### config.mk
export PLATFORM = sky130hd
export DESIGN_NAME = eth_rx_frame_ctrl
export DESIGN_NICKNAME = d
export VERILOG_FILES = /design/src/rtl/eth_rx_frame_ctrl.sv
export SDC_FILE = /design/constraint.sdc
export NUM_CORES = 1
export LEC_CHECK = 0
export BUFFER_PORTS_ARGS = -buffer_cell sky130_fd_sc_hd__buf_4
export CAP_MARGIN = 20
export CORE_MARGIN = 3
export CORE_UTILIZATION = 35
export CTS_CLUSTER_DIAMETER = 200
export CTS_CLUSTER_SIZE = 10
export DETAILED_ROUTE_END_ITERATION = 12
export HOLD_SLACK_MARGIN = 0.15
export SYNTH_ARGS = -nofsm -noshare
export SYNTH_HDL_FRONTEND = slang
export SYNTH_SLANG_ARGS = --single-unit
### constraint.sdc
create_clock -name gmii_rx_clk -period 6.3 [get_ports gmii_rx_clk]
set_clock_uncertainty 0.15 [all_clocks]
set_input_delay 0.945 -clock gmii_rx_clk [delete_from_list [all_inputs] [get_ports gmii_rx_clk]]
set_output_delay 0.945 -clock gmii_rx_clk [all_outputs]
set_load 0.01 [all_outputs]
### src/rtl/eth_rx_frame_ctrl.sv
// GMII receive frame controller: preamble/SFD detection, destination MAC filtering,
// forwarding of accepted frames with sof/eof/err markers, and good/drop frame counters.
module eth_rx_frame_ctrl #(
   parameter logic [47:0] LOCAL_MAC = 48'h00_11_22_33_44_55,
   parameter int unsigned MIN_LEN   = 64,
   parameter int unsigned MAX_LEN   = 1518
) (
   input  logic        gmii_rx_clk,
   input  logic        sys_rst,
   input  logic        gmii_rx_dv,
   input  logic [7:0]  gmii_rxd,
   input  logic        rx_en,
   output logic        out_valid,
   output logic [7:0]  out_data,
   output logic        out_sof,
   output logic        out_eof,
   output logic        out_err,
   output logic [15:0] frame_cnt,
   output logic [15:0] drop_cnt,
   output logic        busy
);

   typedef enum logic [2:0] {IDLE, PRE, DST, DATA, DROP, WAIT} state_t;

   localparam logic [10:0] MIN_L = 11'(MIN_LEN);
   localparam logic [10:0] MAX_L = 11'(MAX_LEN);

   state_t      state;
   logic        dv_d;
   logic [2:0]  pre_cnt;
   logic [2:0]  idx;
   logic        match_uc;
   logic        match_bc;
   logic [10:0] len;
   logic [7:0]  hold;
   logic        held;
   logic        sof_pend;
   logic        drop_pulse;
   logic [7:0]  mac_byte;
   logic        uc_next;
   logic        bc_next;

   always_comb begin
      mac_byte = LOCAL_MAC[7:0];
      case (idx)
         3'd0:    mac_byte = LOCAL_MAC[47:40];
         3'd1:    mac_byte = LOCAL_MAC[39:32];
         3'd2:    mac_byte = LOCAL_MAC[31:24];
         3'd3:    mac_byte = LOCAL_MAC[23:16];
         3'd4:    mac_byte = LOCAL_MAC[15:8];
         default: mac_byte = LOCAL_MAC[7:0];
      endcase
      uc_next = match_uc & (gmii_rxd == mac_byte);
      bc_next = match_bc & (gmii_rxd == 8'hFF);
   end

   always_ff @(posedge gmii_rx_clk or posedge sys_rst) begin
      if (sys_rst) begin
         state      <= IDLE;
         dv_d       <= 1'b1;
         pre_cnt    <= '0;
         idx        <= '0;
         match_uc   <= 1'b0;
         match_bc   <= 1'b0;
         len        <= '0;
         hold       <= '0;
         held       <= 1'b0;
         sof_pend   <= 1'b0;
         drop_pulse <= 1'b0;
         out_valid  <= 1'b0;
         out_data   <= '0;
         out_sof    <= 1'b0;
         out_eof    <= 1'b0;
         out_err    <= 1'b0;
         frame_cnt  <= '0;
         drop_cnt   <= '0;
         busy       <= 1'b0;
      end else begin
         dv_d       <= gmii_rx_dv;
         out_valid  <= 1'b0;
         out_data   <= '0;
         out_sof    <= 1'b0;
         out_eof    <= 1'b0;
         out_err    <= 1'b0;
         drop_pulse <= 1'b0;
         // Counters follow the registered eof / drop events by one edge.
         frame_cnt  <= frame_cnt + 16'(out_valid & out_eof & ~out_err);
         drop_cnt   <= drop_cnt + 16'(drop_pulse | (out_valid & out_eof & out_err));
         case (state)
            IDLE: begin
               if (gmii_rx_dv && !dv_d && rx_en) begin
                  busy <= 1'b1;
                  if (gmii_rxd == 8'h55) begin
                     state   <= PRE;
                     pre_cnt <= 3'd1;
                  end else begin
                     state <= WAIT;
                  end
               end
            end
            PRE: begin
               if (!gmii_rx_dv) begin
                  state <= IDLE;
                  busy  <= 1'b0;
               end else if (gmii_rxd == 8'h55) begin
                  if (pre_cnt == 3'd7) state <= WAIT;
                  else pre_cnt <= pre_cnt + 3'd1;
               end else if (gmii_rxd == 8'hD5) begin
                  state    <= DST;
                  idx      <= '0;
                  match_uc <= 1'b1;
                  match_bc <= 1'b1;
               end else begin
                  state <= WAIT;
               end
            end
            DST: begin
               if (!gmii_rx_dv) begin
                  state      <= IDLE;
                  busy       <= 1'b0;
                  drop_pulse <= 1'b1;
               end else begin
                  match_uc <= uc_next;
                  match_bc <= bc_next;
                  if (idx == 3'd5) begin
                     if (uc_next || bc_next) begin
                        state    <= DATA;
                        len      <= 11'd6;
                        held     <= 1'b0;
                        sof_pend <= 1'b1;
                     end else begin
                        state      <= DROP;
                        drop_pulse <= 1'b1;
                     end
                  end else begin
                     idx <= idx + 3'd1;
                  end
               end
            end
            DATA: begin
               if (!gmii_rx_dv) begin
                  state <= IDLE;
                  busy  <= 1'b0;
                  if (held) begin
                     out_valid <= 1'b1;
                     out_data  <= hold;
                     out_sof   <= sof_pend;
                     out_eof   <= 1'b1;
                     out_err   <= (len < MIN_L);
                  end else begin
                     drop_pulse <= 1'b1;
                  end
               end else if (len == MAX_L) begin
                  // Oversize: the new byte is discarded and the held byte closes the frame.
                  state     <= WAIT;
                  out_valid <= held;
                  out_data  <= hold;
                  out_sof   <= held & sof_pend;
                  out_eof   <= held;
                  out_err   <= held;
               end else begin
                  hold <= gmii_rxd;
                  len  <= len + 11'd1;
                  held <= 1'b1;
                  if (held) begin
                     out_valid <= 1'b1;
                     out_data  <= hold;
                     out_sof   <= sof_pend;
                     sof_pend  <= 1'b0;
                  end
               end
            end
            DROP, WAIT: begin
               if (!gmii_rx_dv) begin
                  state <= IDLE;
                  busy  <= 1'b0;
               end
            end
            default: begin
               state <= IDLE;
               busy  <= 1'b0;
            end
         endcase
      end
   end

endmodule

==> flow_metrics.env <==
export IMPL_track_usage_pct=13.6
export IMPL_start_util_pct=36.2
export IMPL_insertion_delay_ns=0.35
export IMPL_cts_root_buf="clkbuf_8"
export IMPL_min_period_over_period_pct=44.8
export IMPL_cp_num_buf_inv=1
export IMPL_setup_ws_ns=3.48
export IMPL_powerDensity_nw_per_um2=223
export IMPL_numPortBuffers=56
export IMPL_gr_total_overflow=0
export IMPL_cts_buffer_depth=2
export IMPL_synth_edf_count=0
export IMPL_drive_gt1_share_pct=19.7
export IMPL_critPathMaxFanout=17
export IMPL_vias_per_cell=4.97
export IMPL_vias=2867
export IMPL_end_kind="flip-flop"
export IMPL_slew_limit_headroom_pct=34.3
export IMPL_required_ns=6.39
export IMPL_drc=0
export IMPL_first_pass_iters=4
export IMPL_cts_resized=0
export IMPL_synth_cells=378
export IMPL_cp_start_kind="flip-flop"
export IMPL_area_delta_synth_final_pct=20.0
export IMPL_rsz0062_at_grt="false"
export IMPL_crit_arrival_ns=2.91
export IMPL_die_h_um=110
export IMPL_die_x_um=110
export IMPL_antennaDiodeCount=0
export IMPL_post_cts_buffers=0
export IMPL_synth_cell_types=53
export IMPL_ant_nets=0
export IMPL_routed_wl_um=7750
export IMPL_core_area_um2=10400
export IMPL_cts_tree="yes"
export IMPL_gp_congestion=0.858
export IMPL_die_area_um2=12100
export IMPL_leakagePower_nw=2.25
export IMPL_maxCapViolCount=0
export IMPL_crit_type="flip-flop to flip-flop"
export IMPL_wl_per_cell_um=13.4
export IMPL_synth_seq_cells=79
export IMPL_synth_nets=403
export IMPL_synth_seq_area_share_pct=52.4
export IMPL_critical_path_max_stage_delay_ns=0.58
export IMPL_grt_max_degree=80
export IMPL_yosys_warnings=0
export IMPL_drt_initial_drc_count=138
export IMPL_pre_cts_slack_ns=3.30
export IMPL_min_period_ns=2.82
export IMPL_max_freq_ghz=0.355
export IMPL_finalNetCount=461
export IMPL_async_reset_ff_share_pct=100
export IMPL_status="complete, no violations"
export IMPL_dp_hpwl_um=5560
export IMPL_hold_viol=0
export IMPL_clk_pin_slew_ns=0.09
export IMPL_antenna_found_initial=0
export IMPL_first_global_vias=2786
export IMPL_tns_ns=0
export IMPL_syn_area_um2=3770
export IMPL_cts_buffers=9
export IMPL_ctsHtreeMaxLevel=3
export IMPL_grt_pass1_wl_um=13100
export IMPL_crit_slowest_cell="nor2_1"
export IMPL_io_pins=57
export IMPL_drv_slew=0
export IMPL_peakVddDrop_mv=0.108
export IMPL_path_cells="inv_1 > nor2_1 > nand3_2 > o21ai_2 > mux2_2"
export IMPL_worstMarginPinSlew_ns=0.985
export IMPL_syn_mean_instance_area_um2=9.98
export IMPL_setup_violations_final=0
export IMPL_postCtsHoldBufs=0
export IMPL_rows=37
export IMPL_p_total_mw=1.01
export IMPL_hold_path_class="flip-flop to flip-flop"
export IMPL_cts_num_sinks=79
export IMPL_synth_flop_cell="dfrtp_1"
export IMPL_cp_top_family="simple AND/OR/NAND/NOR gates"
==> synthesized netlist by cell type (2+ instances only) <==
| cell type | instances | area (µm²) |
|---|---|---|
| or2_2 | 2 | 12.5 |
| nor2b_1 | 5 | 31.3 |
| mux2i_1 | 2 | 20.0 |
| xnor2_1 | 19 | 166 |
| a22oi_1 | 2 | 15.0 |
| or3_1 | 2 | 12.5 |
| and2_1 | 10 | 62.6 |
| buf_2 | 2 | 10.0 |
| nand2b_1 | 3 | 18.8 |
| xor2_1 | 9 | 78.8 |
| a31oi_1 | 8 | 50.1 |
| a211o_1 | 2 | 17.5 |
| clkbuf_1 | 6 | 22.5 |
| nand4_1 | 9 | 56.3 |
| nor4_1 | 3 | 18.8 |
| nor3_1 | 7 | 35.0 |
| nand3_1 | 21 | 105 |
| a21oi_1 | 11 | 55.1 |
| o21ai_0 | 11 | 55.1 |
| and3_1 | 12 | 75.1 |
| inv_1 | 17 | 63.8 |
| buf_6 | 2 | 22.5 |
| mux2_2 | 2 | 22.5 |
| a31o_2 | 2 | 17.5 |
| nor2_1 | 27 | 101 |
| ha_1 | 13 | 163 |
| and4_1 | 4 | 35.0 |
| nand2_1 | 62 | 233 |
| dfrtp_1 | 78 | 1950 |
| nor3b_1 | 2 | 15.0 |
==> flip-flops by register name, summed over array words and instances (netlist names), 3 cells and up <==
register and cells:
len 11, frame_cnt 16, idx 3, drop_cnt 16, pre_cnt 3, state 3, hold 8, out_data 8
==> path summary, 6_finish.rpt <==
check                           cells after the start                  from                       to  slack, ns
worst max-delay path                                5  state[0]$_DFFE_PP0P_       len[1]$_DFFE_PP0P_       3.48
worst min-delay path                                2   hold[4]$_DFFE_PP0P_      hold[4]$_DFFE_PP0P_       0.32
worst max register to register                      5  state[0]$_DFFE_PP0P_       len[1]$_DFFE_PP0P_       3.48
worst min register to register                      2   hold[4]$_DFFE_PP0P_      hold[4]$_DFFE_PP0P_       0.32
max in group asynchronous                           3               sys_rst       len[2]$_DFFE_PP0P_       4.62
min in group asynchronous                           3               sys_rst  frame_cnt[15]$_DFF_PP0_       0.76
==> layer usage <==
metal  up-vias  wire length [µm]  track usage [%]
li1       1416                 -                -
met1      1374              3800             18.6
met2        66              3380             21.3
met3        11               468             2.82
met4         0               104             5.08
met5         -                 0                0
==> where the power goes <==
group	switching, mW	total, mW	leakage (nW)	internal [mW]
Sequential	0.0128	0.528	1.08	0.515
Combinational	0.0448	0.0748	1.06	0.0300
Clock	0.204	0.405	0.106	0.201
Total	0.262	1.01	2.25	0.746
==> cell families after synthesis <==
kind of cell	count (synthesis)	synth area share [%]
and+or+nand+nor	177	23.4
DFF	79	52.4
AOI/OAI and AO/OA	50	9.09
xor gates and xnor gates	28	6.50
buffers and inverters	27	3.15
adders and majority gates	13	4.31
muxes	4	1.13
==> area by class of cell <==
type | instances | area [µm²]
Clock inverter | 6 | 75.1
Fill cell | 1036 | 5890
Multi-Input combinational cell | 272 | 1680
Timing Repair Buffer | 57 | 428
Tap cell | 136 | 170
Clock buffer | 10 | 138
Inverter | 17 | 63.8
Sequential cell | 79 | 1980
==> worst min-delay path: cells and delay by family (launching register included) <==
kind | cells | cell delay, ns
flops | 1 | 0.35
simple gates | 2 | 0.10
==> metrics by stage <==
stage / area (µm²) / hold slack [ns] / std cells / utilization, %
6_report: 4530 / 0.323 / 577 / 43.5
3_5_place_dp: 4320 / 0.307 / 561 / 41.4
4_1_cts: 4530 / 0.330 / 577 / 43.5
2_1_floorplan: 3770 / 0.287 / 378 / -
3_3_place_gp: 4320 / 0.304 / 561 / 41.4
5_1_grt: 4530 / 0.355 / 577 / 43.5
==> cells in the final DEF (no fill, tap or decap), types with 3 or more instances in the layout <==
| cell | Yosys | layout |
|---|---|---|
| a21oi_1 | 11 | 11 |
| a31oi_1 | 8 | 8 |
| and2_1 | 10 | 10 |
| and3_1 | 12 | 12 |
| and4_1 | 4 | 4 |
| buf_4 | 0 | 57 |
| clkbuf_8 | 0 | 10 |
| dfrtp_1 | 78 | 78 |
| ha_1 | 13 | 13 |
| inv_1 | 17 | 16 |
| inv_6 | 0 | 3 |
| nand2_1 | 62 | 62 |
| nand2b_1 | 3 | 3 |
| nand3_1 | 21 | 21 |
| nand4_1 | 9 | 9 |
| nor2_1 | 27 | 27 |
| nor2b_1 | 5 | 5 |
| nor3_1 | 7 | 7 |
| nor4_1 | 3 | 3 |
| o21ai_0 | 11 | 11 |
| xnor2_1 | 19 | 19 |
| xor2_1 | 9 | 9 |
Power figures use the tool's default switching activity.
